### src/rtl/dlldel_adj_scheduler.sv
// dlldel_adj_scheduler
//   Sequences and shares delay-code adjustment across NCH DLLDEL_CORE instances.
//   Once DDRDLL lock has been stable for LOCK_WAIT cycles, every DLLDEL code is
//   reloaded by pulling LOAD_N low for LOAD_CYC cycles. After that, per-channel
//   step requests are granted round-robin. Each granted request sets DIR, then
//   issues single-cycle MOVE pulses, each followed by GAP_CYC low cycles.
//
// Ports
//   clk, rst_n        fabric clock, synchronous active-low reset
//   dll_lock          DDRDLL LOCK; losing it aborts and forces a full reload
//   req_valid/dir     per-channel request valid and direction (1 = more delay)
//   req_steps         per-channel step count, slice [i*SW +: SW]
//   req_ready         one-cycle accept pulse for the granted channel
//   done, err         one-cycle completion pulse; err marks an aborted request
//   busy              low only while idle and waiting for requests
//   dl_load_n/move/dir  to the DLLDEL_CORE pins
//   dl_cflag          DLLDEL CFLAG (code at limit)
//
// Configuration
//   DLLDEL_SCHED_CFLAG_EN: when defined, CFLAG is sampled during the gap and a
//   high flag drops the remaining steps and ends the request with err = 1.
//   When undefined, CFLAG is ignored.
module dlldel_adj_scheduler #(
    parameter int NCH       = 4,
    parameter int SW        = 8,
    parameter int LOCK_WAIT = 16,
    parameter int LOAD_CYC  = 4,
    parameter int GAP_CYC   = 3
) (
    input  logic                clk,
    input  logic                rst_n,
    input  logic                dll_lock,
    input  logic [NCH-1:0]      req_valid,
    input  logic [NCH-1:0]      req_dir,
    input  logic [NCH*SW-1:0]   req_steps,
    output logic [NCH-1:0]      req_ready,
    output logic [NCH-1:0]      done,
    output logic                err,
    output logic                busy,
    output logic [NCH-1:0]      dl_load_n,
    output logic [NCH-1:0]      dl_move,
    output logic [NCH-1:0]      dl_dir,
    input  logic [NCH-1:0]      dl_cflag
);

    localparam int IW = (NCH > 1) ? $clog2(NCH) : 1;
    localparam int CW = 16;

    typedef enum logic [2:0] {
        S_WAIT_LOCK, S_LOAD, S_IDLE, S_SETUP, S_MOVE, S_GAP, S_DONE
    } state_t;

    state_t         state;
    logic [CW-1:0]  cnt;
    logic [IW-1:0]  rr;
    logic [IW-1:0]  gnt;
    logic           dir_lat;
    logic [SW-1:0]  steps;
    logic [NCH-1:0] gsel;

    logic           found;
    logic [IW-1:0]  pick;
    logic [IW-1:0]  rr_next;
    logic           pick_dir;
    logic [SW-1:0]  pick_steps;
    logic [IW:0]    idx;

    assign gsel = NCH'(1) << gnt;

    // Round-robin search: first valid request at or after rr, wrapping.
    always_comb begin
        found      = 1'b0;
        pick       = '0;
        idx        = '0;
        pick_dir   = 1'b0;
        pick_steps = '0;
        for (int k = 0; k < NCH; k++) begin
            idx = {1'b0, rr} + (IW+1)'(k);
            if (idx >= (IW+1)'(NCH))
                idx = idx - (IW+1)'(NCH);
            if (!found && req_valid[idx[IW-1:0]]) begin
                found = 1'b1;
                pick  = idx[IW-1:0];
            end
        end
        for (int k = 0; k < NCH; k++) begin
            if (IW'(k) == pick) begin
                pick_dir   = req_dir[k];
                pick_steps = req_steps[k*SW +: SW];
            end
        end
        rr_next = (pick == IW'(NCH-1)) ? '0 : pick + 1'b1;
    end

`ifdef DLLDEL_SCHED_CFLAG_EN
    logic err_pend;
`else
    logic unused_cflag;
    assign unused_cflag = ^dl_cflag;
`endif

    always_ff @(posedge clk) begin
        if (!rst_n) begin
            state     <= S_WAIT_LOCK;
            cnt       <= '0;
            rr        <= '0;
            gnt       <= '0;
            dir_lat   <= 1'b0;
            steps     <= '0;
            req_ready <= '0;
            done      <= '0;
            err       <= 1'b0;
            busy      <= 1'b1;
            dl_load_n <= '1;
            dl_move   <= '0;
            dl_dir    <= '0;
`ifdef DLLDEL_SCHED_CFLAG_EN
            err_pend  <= 1'b0;
`endif
        end else begin
            // Pulse outputs default low every cycle.
            req_ready <= '0;
            done      <= '0;
            err       <= 1'b0;
            dl_move   <= '0;
            if (state != S_WAIT_LOCK && !dll_lock) begin
                // Lock lost: abort any in-flight request and start over with a reload.
                if (state == S_SETUP || state == S_MOVE || state == S_GAP || state == S_DONE) begin
                    done <= gsel;
                    err  <= 1'b1;
                end
                state     <= S_WAIT_LOCK;
                cnt       <= '0;
                dl_load_n <= '1;
                busy      <= 1'b1;
            end else begin
                case (state)
                    S_WAIT_LOCK: begin
                        busy <= 1'b1;
                        if (!dll_lock) begin
                            cnt <= '0;
                        end else if (cnt == CW'(LOCK_WAIT-1)) begin
                            cnt       <= '0;
                            dl_load_n <= '0;
                            state     <= S_LOAD;
                        end else begin
                            cnt <= cnt + 1'b1;
                        end
                    end
                    S_LOAD: begin
                        if (cnt == CW'(LOAD_CYC-1)) begin
                            cnt       <= '0;
                            dl_load_n <= '1;
                            busy      <= 1'b0;
                            state     <= S_IDLE;
                        end else begin
                            cnt <= cnt + 1'b1;
                        end
                    end
                    S_IDLE: begin
                        if (found) begin
                            req_ready <= NCH'(1) << pick;
                            gnt       <= pick;
                            dir_lat   <= pick_dir;
                            steps     <= pick_steps;
                            rr        <= rr_next;
                            busy      <= 1'b1;
`ifdef DLLDEL_SCHED_CFLAG_EN
                            err_pend  <= 1'b0;
`endif
                            // Zero-step requests complete without touching DIR/MOVE.
                            state     <= (pick_steps == '0) ? S_DONE : S_SETUP;
                        end
                    end
                    S_SETUP: begin
                        // Only the granted channel's DIR changes; others keep their last value.
                        dl_dir <= (dl_dir & ~gsel) | (dir_lat ? gsel : '0);
                        state  <= S_MOVE;
                    end
                    S_MOVE: begin
                        dl_move <= gsel;
                        steps   <= steps - 1'b1;
                        cnt     <= '0;
                        state   <= S_GAP;
                    end
                    S_GAP: begin
`ifdef DLLDEL_SCHED_CFLAG_EN
                        if (|(dl_cflag & gsel)) begin
                            err_pend <= 1'b1;
                            cnt      <= '0;
                            state    <= S_DONE;
                        end else
`endif
                        if (cnt == CW'(GAP_CYC-1)) begin
                            cnt   <= '0;
                            state <= (steps != '0) ? S_MOVE : S_DONE;
                        end else begin
                            cnt <= cnt + 1'b1;
                        end
                    end
                    S_DONE: begin
                        done  <= gsel;
`ifdef DLLDEL_SCHED_CFLAG_EN
                        err   <= err_pend;
`else
                        err   <= 1'b0;
`endif
                        busy  <= 1'b0;
                        state <= S_IDLE;
                    end
                    default: state <= S_WAIT_LOCK;
                endcase
            end
        end
    end

endmodule
### config.mk
export PLATFORM = sky130hd
export DESIGN_NAME = dlldel_adj_scheduler
export DESIGN_NICKNAME = d
export VERILOG_FILES = /design/src/rtl/dlldel_adj_scheduler.sv
export SDC_FILE = /design/constraint.sdc
export NUM_CORES = 1
export LEC_CHECK = 0
export ABC_AREA = 1
export CORE_MARGIN = 1
export CORE_UTILIZATION = 50
export CTS_CLUSTER_DIAMETER = 30
export CTS_CLUSTER_SIZE = 8
export DETAILED_ROUTE_END_ITERATION = 10
export GPL_ROUTABILITY_DRIVEN = 1
export GPL_TIMING_DRIVEN = 0
export PLACE_DENSITY = 0.82
export SETUP_SLACK_MARGIN = 0.3
export SYNTH_ARGS = -nofsm -noshare
export SYNTH_HDL_FRONTEND = slang
export SYNTH_SLANG_ARGS = --single-unit
### constraint.sdc
create_clock -name clk -period 6.4 [get_ports clk]
set_clock_uncertainty 0.1 [all_clocks]
set_input_delay 0.96 -clock clk [delete_from_list [all_inputs] [get_ports clk]]
set_output_delay 0.96 -clock clk [all_outputs]
set_load 0.01 [all_outputs]
**Yosys cells after proc, flatten, opt, wreduce, memory -nomap -nowiden**

Index checks and enable logic that the tools add are counted.

- Mux-type cells: 56
- Bitwise operators: 8
- Equal/unequal tests: 18
- Multiply operators: 0
- Order comparisons: 8
- Add/sub/neg operators: 10
- Reduce and logical (&&, ||, !) cells: 30
- Div/mod/pow operators: 0
- Shift-type cells: 2

Operators with widths:

| cell | count |
|---|---|
| two-way mux 16 bit | 4 |
| one-hot mux 16 bit (4 select lines) | 1 |
| two-way mux 8 bit | 5 |
| equality test 16 x 2 -> 1 bit (second input constant) | 2 |
| two-way mux 4 bit | 7 |
| one-hot mux 3 bit (7 select lines) | 1 |
| two-way mux 2 bit | 10 |
| two-way mux 3 bit | 6 |
| adder 16 x 1 -> 16 bit (second input constant) | 1 |
| equality test 16 x 4 -> 1 bit (second input constant) | 1 |
| one-hot mux 8 bit (2 select lines) | 1 |
| two-way mux 1 bit | 15 |
| < comparator 2 x 3 -> 1 bit (second input constant) | 4 |
| equality test 3 bit (second input constant) | 3 |
| >= comparator 3 bit (second input constant) | 3 |
| AND reduction 3 bit | 3 |
| binary-select mux 1 bit (select 2 bit) | 4 |
| logical NOT 8 bit | 1 |
| inequality test 2 bit (second input constant) | 4 |
| one-hot mux 4 bit (2 select lines) | 1 |
| nonzero test 4 bit | 2 |
| nonzero test 8 bit | 1 |
| << shifter 1 x 2 -> 4 bit (first input constant) | 2 |
| subtractor 2 x 1 -> 2 bit (second input constant) | 4 |
| other kinds (29) | 46 |

- Latch bits: 0
- Bits in registers: 54
- Output and inout port bits: 22
- Input bits: 47
- RAM bits: 0
- Memory bits (read-only): 0
- Word-level logic and storage cells: 145
- Memories kept: 0

**Depth between registers and ports, before layout**

Gate-level depths: netlist of run 1.

- Word-level depth: 23
- Mapped depth: 24
- Mapped depth without buffers: 22

**Worst setup path after synthesis of run 1**

Ideal clock, no wire load.

- Path kind: input to register
- From: input req_valid[3]
- To: register state[2]
- Buffers on the path: 2
- Path slack: 3.209 ns
- Stages: 20
- Required time: 6.230 ns
- Arrival time: 3.022 ns
- Library setup time: 0.070 ns
- Cell sequence: nand2_1 -> o21ai_1 -> a21oi_2 -> inv_1 -> nand2_1 -> nand2_1 -> nand2_1 -> nand3_2 -> inv_2 -> ha_1 -> buf_2 -> buf_2 -> nor2_1 -> a21boi_0 -> nand2_1 -> nor2_1 -> nand3_1 -> nand2_1 -> nand2_1 -> a21oi_1

- Word-level cells in the longest chain between the ends: 21
- Elaborated cells on any way between the ends: 36
- Those cells by class: eq/ne: 4; mux: 23; reduce/logical: 9

RTL lines:

| item | line | source |
|---|---|---|
| from (decl) | 33 | `input logic [NCH-1:0] req_valid,` |
| binary-select mux 1 bit (select 2 bit) | 81 | `if (!found && req_valid[idx[IW-1:0]]) begin` |
| two-way mux 1 bit (implied by the code) | 81 |  |
| two-way mux 1 bit | 81 |  |
| logical NOT 1 bit | 81 |  |
| logical AND 1 bit | 81 |  |
| two-way mux 1 bit | 81 |  |
| logical NOT 1 bit | 81 |  |
| logical AND 1 bit | 81 |  |
| (+4 left out) | -- |  |
| via pick[0] | 62 | `logic [IW-1:0] pick;` |
| logical NOT 2 bit | 87 | `if (IW'(k) == pick) begin` |
| two-way mux 8 bit (3 in a row) | 87 |  |
| two-way mux 8 bit * | 87 |  |
| logical NOT 8 bit * | 172 | `state <= (pick_steps == '0) ? S_DONE : S_SETUP;` |
| two-way mux 3 bit * | 172 |  |
| two-way mux 3 bit * | 161 | `if (found) begin` |
| one-hot mux 3 bit (7 select lines) * | 137 | `case (state)` |
| to (signal assigned) | 172 |  |
| to (signal assigned) | 196 | `state <= (steps != '0) ? S_MOVE : S_DONE;` |
| to (decl) | 53 | `state_t state;` |

Mark *: on every way through the listed nets, which the timed path passes. The rest lies on a longest branch. The select of a mux whose other input is x is not followed.
A chain may end at the register's enable or synchronous reset.

**Worst setup path after layout of run 1**

- From: input req_valid[0]
- To: register state[2]

Same word-level chain as after synthesis.

==> results of run 1 <==
[how the worst max path moves through the flow]
stage / from / end / cells past startpoint
6_report: req_valid[0] / state[2] / 22
3_3_place_gp: req_valid[0] / state[2] / 22
4_1_cts: req_valid[0] / state[2] / 22
2_1_floorplan: req_valid[3] / state[2] / 20
3_5_place_dp: req_valid[0] / state[2] / 22
5_1_grt: req_valid[3] / state[2] / 21
[metrics by stage]
| step | worst slack (ns) | util (%) |
|---|---|---|
| 2_1_floorplan | 3.21 | - |
| 3_3_place_gp | 2.24 | 64.0 |
| 3_5_place_dp | 2.21 | 64.0 |
| 4_1_cts | 2.52 | 65.9 |
| 5_1_grt | 2.16 | 65.9 |
| 6_report | 2.47 | 65.9 |
[worst register-to-register path: stages, from the launching register on]
cell	delay (ns)
sky130_fd_sc_hd__dfxtp_1	0.53
sky130_fd_sc_hd__inv_1	0.16
sky130_fd_sc_hd__a21oi_2	0.30
sky130_fd_sc_hd__inv_1	0.10
sky130_fd_sc_hd__nand2_1	0.10
sky130_fd_sc_hd__nand2_1	0.06
sky130_fd_sc_hd__nand2_1	0.09
sky130_fd_sc_hd__nand3_2	0.15
sky130_fd_sc_hd__inv_2	0.13
sky130_fd_sc_hd__ha_1	0.14
sky130_fd_sc_hd__buf_2	0.18
sky130_fd_sc_hd__buf_2	0.25
sky130_fd_sc_hd__nor2_1	0.07
sky130_fd_sc_hd__a21boi_0	0.32
sky130_fd_sc_hd__nand2_1	0.09
sky130_fd_sc_hd__nor2_1	0.22
sky130_fd_sc_hd__nand3_1	0.10
sky130_fd_sc_hd__nand2_1	0.07
sky130_fd_sc_hd__nand2_1	0.05
sky130_fd_sc_hd__a21oi_1	0.10
[routing by layer]
layer | track usage (%) | wire length, um | share of wire, % | up-vias
met5 | 0 | 0 | 0 | -
met1 | 28.7 | 3300 | 44 | 1411
li1 | - | - | - | 1624
met4 | 9.64 | 156 | 2.1 | 0
met2 | 43.3 | 3720 | 50 | 87
met3 | 4.66 | 277 | 3.7 | 18
[cell usage after synthesis, types with 3 or more instances]
cell type and number:
sky130_fd_sc_hd__nor2_1 100, sky130_fd_sc_hd__nand2_1 99, sky130_fd_sc_hd__dfxtp_1 51, sky130_fd_sc_hd__inv_1 43
sky130_fd_sc_hd__a21oi_1 30, sky130_fd_sc_hd__nand3_1 22, sky130_fd_sc_hd__o21ai_0 18, sky130_fd_sc_hd__xor2_1 10
sky130_fd_sc_hd__nor3_1 9, sky130_fd_sc_hd__nand4_1 8, sky130_fd_sc_hd__a21boi_0 7, sky130_fd_sc_hd__ha_1 7
sky130_fd_sc_hd__inv_2 7, sky130_fd_sc_hd__buf_2 5, sky130_fd_sc_hd__buf_4 4, sky130_fd_sc_hd__o21ai_1 4
sky130_fd_sc_hd__xnor2_1 4, sky130_fd_sc_hd__clkbuf_1 3, sky130_fd_sc_hd__nand3_2 3, sky130_fd_sc_hd__o21ai_2 3
[state kept, by name (all words and copies together) (netlist names), named ones only]
| register | cells |
|---|---|
| steps | 8 |
| err | 1 |
| rr | 2 |
| dl_load_n | 1 |
| busy | 1 |
| dl_move | 4 |
| state | 3 |
| cnt | 16 |
| req_ready | 4 |
| done | 4 |
| gnt | 2 |
| dir_lat | 1 |
[logic make-up (layout without fill, tap and decap cells)]
family / count (synthesis) / count (layout)
AO/OA/AOI/OAI: 68 / 68
multiplexers: 1 / 1
buffers and inverters: 65 / 137
flip-flops: 51 / 51
adder cells (fa/ha/maj): 7 / 7
AND/OR/NAND/NOR: 256 / 256
XOR/XNOR: 15 / 15
[report_power, final]
part           total (mW)  internal (mW)  switching, mW
registers           0.319          0.318       0.000750
clock network       0.233          0.118          0.115
logic              0.0961         0.0453         0.0508
total               0.647          0.481          0.166
[final cells by class]
type	instances	share of cell area, %
multi-input cells	347	45.0
flip-flops and latches	51	26.2
repair buffers	64	16.4
inverters	52	5.06
well taps	75	2.40
plain buffers	13	1.99
clock buffers	5	1.76
clock inverters	3	1.19
==> results.md, run 1 <==
- The run finished with clean final reports.
- The routed design could run at a clock period as short as just under 4 ns.
- The number of warnings issued by yosys is 0.
- The post-cts hold buffer count is 0.
- The data arrival time of the worst path is 4.07 ns.
- The worst hold path begins at busy.
- In the layout the commonest cells are sky130_fd_sc_hd__nor2_1 (100), sky130_fd_sc_hd__nand2_1 (99), sky130_fd_sc_hd__clkdlybuf4s50_1 (64).
- The maximum fanout along the worst path is 10.
- The total clock buffers created by CTS is 5.
- The number of global-route vias before repair is roughly 2900.
- The most frequent standard cell in the layout excluding fill and tap cells is sky130_fd_sc_hd__nor2_1.
- Walking the worst path, the cells encountered are clkdlybuf4s50_1 > inv_1 > nand2_1 > o21ai_0 > o21ai_2 > inv_1 > nand2_1 > nand2_1 > nand2_1 > nand3_2 > inv_2 > ha_1 > buf_2 > buf_2 > nor2_1 > a21boi_0 > nand2_1 > nor2_1 > nand3_1 > nand2_1 > nand2_1 > a21oi_1.
- The number of cell rows is 28.
- The tightest min-delay check is of the reg2reg type.
- The most numerous cell type found on the critical path is sky130_fd_sc_hd__nand2_1.
- Summing all placed instances gives a cell area of 3790 um^2.
- The tree is rooted in a sky130_fd_sc_hd__clkbuf_8.
- The share of synthesized area spent on multiplexers is less than 1%.
- The slowest stage cell on the critical path is sky130_fd_sc_hd__clkdlybuf4s50_1.
- Synthesis produced about 460 cells.
- The combinational family with the most area after synthesis is simple AND/OR/NAND/NOR gates.
- In this run the critical register-to-register path is launched from rr[1].
- In this run the remaining antenna-violating nets after routing total 0.
- The number of I/O pins is 69.
- The design draws 647 uW.
- The last weighted congestion value of the routability-driven placer is just under 0.9.
- The top-area cell type share of the netlist area is between 30 and 40%.
- The number of setup buffers added after CTS is 0.
- The worst hold path was traced through 2 stages.
- Setup violations remaining at the end of the flow were counted as 0.
- The share of synthesized registers carrying an async set or reset is 0%.
- For this design, the sink count on the clock tree is 51.
- The endpoint kind of the worst setup timing path is a flop.
- The synthesized-area fraction occupied by xor and xnor cells is 4.92%.
- The number of antenna violations at the first check in global routing is 0.
- Ranked by total cell area, the synthesized netlist is headed by sky130_fd_sc_hd__dfxtp_1 (33%), sky130_fd_sc_hd__nor2_1 (12%), sky130_fd_sc_hd__nand2_1 (12%), sky130_fd_sc_hd__inv_1 (5.3%), sky130_fd_sc_hd__a21oi_1 (4.9%).
- The overall track demand over capacity in global routing is roughly 24%.
- Across the whole layout, storage elements account for 1020 um^2.
- The number of nets in the synthesized netlist is 517.
- The area share of and/or/nand/nor cells after synthesis is 36.8%.
- Clock latency on the worst-skew pair, taken at its later pin, is between 0.3 and 0.4 ns.
- The antenna cell count is 0.
- Synthesis instantiated 40 different standard cells from the library.
- The number of enable-type register cells in the synthesized netlist is 0.
- The headroom to the max-slew limit is 69.3%.
- The top cell type by total area after synthesis is sky130_fd_sc_hd__dfxtp_1.
- The count of fill cells added during filler insertion is 534.
- In this run the register-to-register setup slack is 3.05 ns.
- Together, buffers and inverters on the worst path number 6.
- The critical path start-end classification is in2reg.
- The first routing iteration left 160 violations.
- The post-synthesis cell area is 3050 um^2.
- In the routed layout, each cell is associated on average with a via count of 5.15.
- The peak clock frequency supported by timing is roughly 250 MHz.
- The post-layout instance area is 3900 um^2.
- The slew at the pin closest to its max-slew limit is 0.456 ns.
- The power density over cell area is 166 nW/um^2.
- The maximum vdd drop is approximately 0.000097 V.
- The floorplan step set the die width to 80.2 um.
- The synthesis-to-layout area growth is 27.8%.
- The path with the worst hold slack has its endpoint at busy.
- The number of non-filler instances in the completed layout is 610.
- Max-cap violations in this run came to 0.
- The dominant register cell in the synthesized netlist is sky130_fd_sc_hd__dfxtp_1.
- TritonCTS built the clock tree.
- The die span in y is 80.2 um.
- The worst setup path is launched from an input port.
- The final layout contains roughly 590 nets.
- The fraction of layout instances using a drive strength above 1 is 8.60%.
- Data on the critical path is required at its endpoint by 6.54 ns.
- The number of levels the H-tree was split into is 2.
- The number of placed instances with taps included is 602.
- Dividing the final minimum period by the clock period gives between 60% and 70%.
- The leakage power is between 1.5 and 2 nW.
- For this run, design rule violations remaining after detail routing come to 0.
- The area taken by multi-input logic gates is 1760 um^2.
- For this run, the slowest stage of the critical path takes 0.48 ns.
- The final layout contains routed wiring with a total length of 7.45 mm.
- The depth of the most critical reg-to-reg path is 19.
- The total die area is roughly 6400 um^2.
- The portion of the post-synthesis area used by sequential elements is between 30% and 40%.
- The core area is around 6000 um^2.
- The detailed placer's ending HPWL is ~6.0 mm.
- Entering global routing, the biggest net connects 18 pins.
- After detailed routing, the average wire length per cell comes to about 12 um.
- The count of final hold-check violations is 0.
- In this run, post-CTS repair resized a total of 0 instances.
- The adder and majority gate portion of the synthesized area is approximately 2.9%.
- The post-route worst hold slack is 0.376 ns.
- The count of input and output buffers is 64.
- The longest clock path from root to sink contains 2 buffers.
- After clock tree synthesis, the clock-pin slew on the worst setup and hold paths is roughly 0.10 ns.
- For this run the aggregate overflow at the end of global routing stands at 0.
- The via total after detailed routing is 3140.
- The max-slew violation count is 0.
- The wire length of the first global-routing pass is around 12 mm.
- Each instance of the synthesized netlist takes up on average about 6.6 um^2.
- Summed over all failing endpoints, the final setup total negative slack is 0 ns.
- Setup repair after global routing left no endpoint under its margin.
- The synthesized netlist devotes 12.6% of its cell area to compound gates.
- The initial utilization of the core area, before any placement, comes to 51.6%.
- In this run the critical register-to-register path is captured at state[2].
- For this run, the detailed router's first-pass iteration total came to 4.
- The cell type group with the largest total delay on the critical path is buffers and inverters.
- The synthesized design contains 51 register bits.
No activity file was read; power rests on OpenSTA's default activity.
==> run 2, diff against run 1 <==
- CORE_UTILIZATION: 50 -> 46
- PLACE_DENSITY: 0.82 -> 0.79
- clock period: 6.4 -> 3.2 ns (I/O delays scaled with it)
==> run 2 against run 1 <==
Worst hold slack worse by 0.0027 ns; clock-buffer cell count is 1 higher; critical path depth shrank 1; combinational power increased to 3.2 times the previous value; die area is 8.5% higher; cell area up 12%; sequential power increased by 100%; clock power grew 67%; non-clock buffer count increased by 23; largest cell class unchanged; highest routed layer unchanged.
==> results.md, run 2 (same netlist as run 1, synthesis figures left out) <==
- The flow ran to the end, and the final reports show no timing, DRC or antenna violations.
- The maximum fanout along the worst path is 7 (-3).
- The critical path data required time is 3.34 ns (-3.20 ns).
- The detail-routed via count per cell is 5.21 (+1.2%).
- The core occupancy in the finished layout came to 68.3% (+2.4 points).
- The net total in the final layout was 611 (+3.9%).
- The buffer type at the clock tree root is sky130_fd_sc_hd__clkbuf_8.
- The maximum clock path buffer count was 2 (unchanged).
- The count of input and output buffers is 64 (unchanged).
- The register clock-pin slew on the reported worst setup and hold paths is 0.10 ns (about the same).
- The routed wire length is 8.29 mm (+11%).
- The maximum vdd drop is 0.000248 V (+160%).
- The fraction of layout instances using a drive strength above 1 is 21.9% (+13 points).
- The clock net sink count is 51 (unchanged).
- The overall track demand over capacity in global routing came to 22.3% (-2.2 points).
- The total die area came to 6970 um^2 (+8.5%).
- Leaving out fill and tap cells, the most frequent cell in the layout is sky130_fd_sc_hd__nor2_1.
- The detailed-router iteration count before antenna repair came to 5 (+1).
- The post-detailed-placement cell area is 3790 um^2 (about the same).
- The residual DRC count was 0 (unchanged).
- The leakage power is 1.81 nW (+11%).
- The wire length of the first global-routing pass is 13.0 mm (+5.5%).
- STA classifies the critical path startpoint as a flop.
- The number of levels the H-tree was split into is 2 (unchanged).
- The register with the most flip-flops is cnt.
- The initial core utilization came to 47.8% (-3.8 points).
- The min-delay analysis places its worst path in the category reg2reg.
- The per-cell routed wire length was 13.1 um (+6.8%).
- The number of I/O pins came to 69 (unchanged).
- The detailed placer's ending HPWL is 5.76 mm (-3.2%).
- The max-slew violation count is 0 (unchanged).
- The data arrival time of the worst path was 3.06 ns (-1.01 ns).
- The post-route worst hold slack is 0.373 ns (-0.00275 ns).
- The number of cell rows came to 29 (+3.6%).
- The post-layout instance area came to 4360 um^2 (+12%).
- In the final layout, the registers with the most flip-flops are cnt (16), steps (8).
- The number of DRC markers in iteration 0 is 155 (-3.1%).
- The final setup violation count is 0 (unchanged).
- The count of final hold-check violations is 0 (unchanged).
- Setup repair after global routing could not meet its margin everywhere.
- The headroom to the max-slew limit came to 73.1% (+3.7 points).
- The pin count of the biggest net entering global routing is 17 (-1).
- The number of antenna violations at the first check in global routing is 0 (unchanged).
- The die span in y came to 83.5 um (+4.2%).
- The antenna cell count is 0 (unchanged).
- The residual overflow from global routing was 0 (unchanged).
- The via total after detailed routing is 3309 (+5.4%).
- The total clock buffers created by CTS is 5 (unchanged).
- The peak clock frequency supported by timing is 342 MHz.
- The critical path start-end classification is reg2reg.
- Relative to the synthesized area, the layout overhead comes to 42.8%.
- The minimum clock period after layout is 2.93 ns.
- The library cells used most frequently in the layout, excluding fill and tap cells, are sky130_fd_sc_hd__nor2_1 (96), sky130_fd_sc_hd__nand2_1 (84), sky130_fd_sc_hd__clkdlybuf4s50_1 (60).
- The latest clock arrival within the worst-skew pair is 0.30 ns (about the same).
- The flip-flop count of the largest register, all copies and words added was 16 (unchanged).
- The slew at the pin closest to its max-slew limit is 0.404 ns (-0.0514 ns).
- The core area is 6390 um^2 (+7.9%).
- The horizontal die dimension was 83.5 um (+4.2%).
- The endpoint kind of the worst setup timing path is a flop.
- The power density over cell area came to 306 nW/um^2 (+85%).
- The final period utilization is 91.4%.
- The max-cap violation count came to 0 (unchanged).
- The number of global-route vias before repair is 2989 (+3.2%).
- The last weighted congestion value of the routability-driven placer came to 0.847 (-3.2%).
- TritonCTS built the clock tree.
- The remaining antenna violation count is 0 (unchanged).
run 2: metrics by stage:
step | setup TNS, ns | power, mW | worst slack, ns | std cells
6_report | 0 | 1.34 | 0.275 | 635
5_1_grt | 0 | 1.39 | 0.115 | 635
4_1_cts | 0 | 1.28 | 0.303 | 623
3_5_place_dp | -2.95 | 0.843 | -0.570 | 604
3_3_place_gp | -2.29 | 0.840 | -0.478 | 604
2_1_floorplan | 0 | 0.760 | 0.489 | 463
run 2: area by class of cell:
cell class | instances | area (um^2)
clock buffers | 6 | 82.6
plain buffers | 13 | 111
flip-flops and latches | 51 | 1020
multi-input cells | 347 | 2000
clock inverters | 2 | 16.3
fillers | 520 | 2020
inverters | 52 | 205
well taps | 77 | 96.3
repair buffers | 87 | 827
run 2: path summary, 6_finish.rpt:
check	from	end	slack [ns]	cells after the start
hold reg to reg	busy	busy	0.37	2
hold / removal	busy	busy	0.37	2
setup reg to reg	rr[0]	state[2]	0.27	21
setup / recovery	rr[0]	state[2]	0.27	21
run 2: worst max-delay path, cell delays in order (launching register included):
cell and delay (ns):
sky130_fd_sc_hd__dfxtp_2 0.33, sky130_fd_sc_hd__buf_8 0.14, sky130_fd_sc_hd__buf_4 0.15, sky130_fd_sc_hd__nand2_2 0.07, sky130_fd_sc_hd__nand2_1 0.07, sky130_fd_sc_hd__nand2_2 0.08
sky130_fd_sc_hd__nand2_2 0.08, sky130_fd_sc_hd__nor2_4 0.18, sky130_fd_sc_hd__and3_4 0.21, sky130_fd_sc_hd__nor2_4 0.05, sky130_fd_sc_hd__buf_6 0.12, sky130_fd_sc_hd__ha_4 0.16
sky130_fd_sc_hd__buf_4 0.16, sky130_fd_sc_hd__a21oi_2 0.12, sky130_fd_sc_hd__nand2_1 0.07, sky130_fd_sc_hd__a21boi_2 0.17, sky130_fd_sc_hd__nand2_2 0.09, sky130_fd_sc_hd__nor2_4 0.15
sky130_fd_sc_hd__nand3_2 0.08, sky130_fd_sc_hd__nand2_1 0.07, sky130_fd_sc_hd__nand2_1 0.05, sky130_fd_sc_hd__a21oi_1 0.13
run 2: per-layer routing:
metal  routed length, um  vias to the layer above  part of all wire, %  track usage, %
met5                   0                        -                    0               0
met4                 189                        0                  2.3            6.32
met3                 300                       14                  3.6            4.15
met2                4240                      104                   51            39.9
met1                3560                     1534                   43            27.1
li1                    -                     1657                    -               -
run 2: timing repair:
item,in CTS,in global routing
setup buffers,10,11
gates cloned,1,1
endpoints found under the hold margin,0,0
pin swaps,9,25
resized for setup,43,52
hold buffers,0,0
setup endpoints to repair,10,9
run 2: power breakdown:
part           switching (mW)  internal [mW]  total, mW
logic                   0.153          0.156      0.309
registers             0.00135          0.635      0.637
clock network           0.214          0.177      0.390
total                   0.368          0.968       1.34
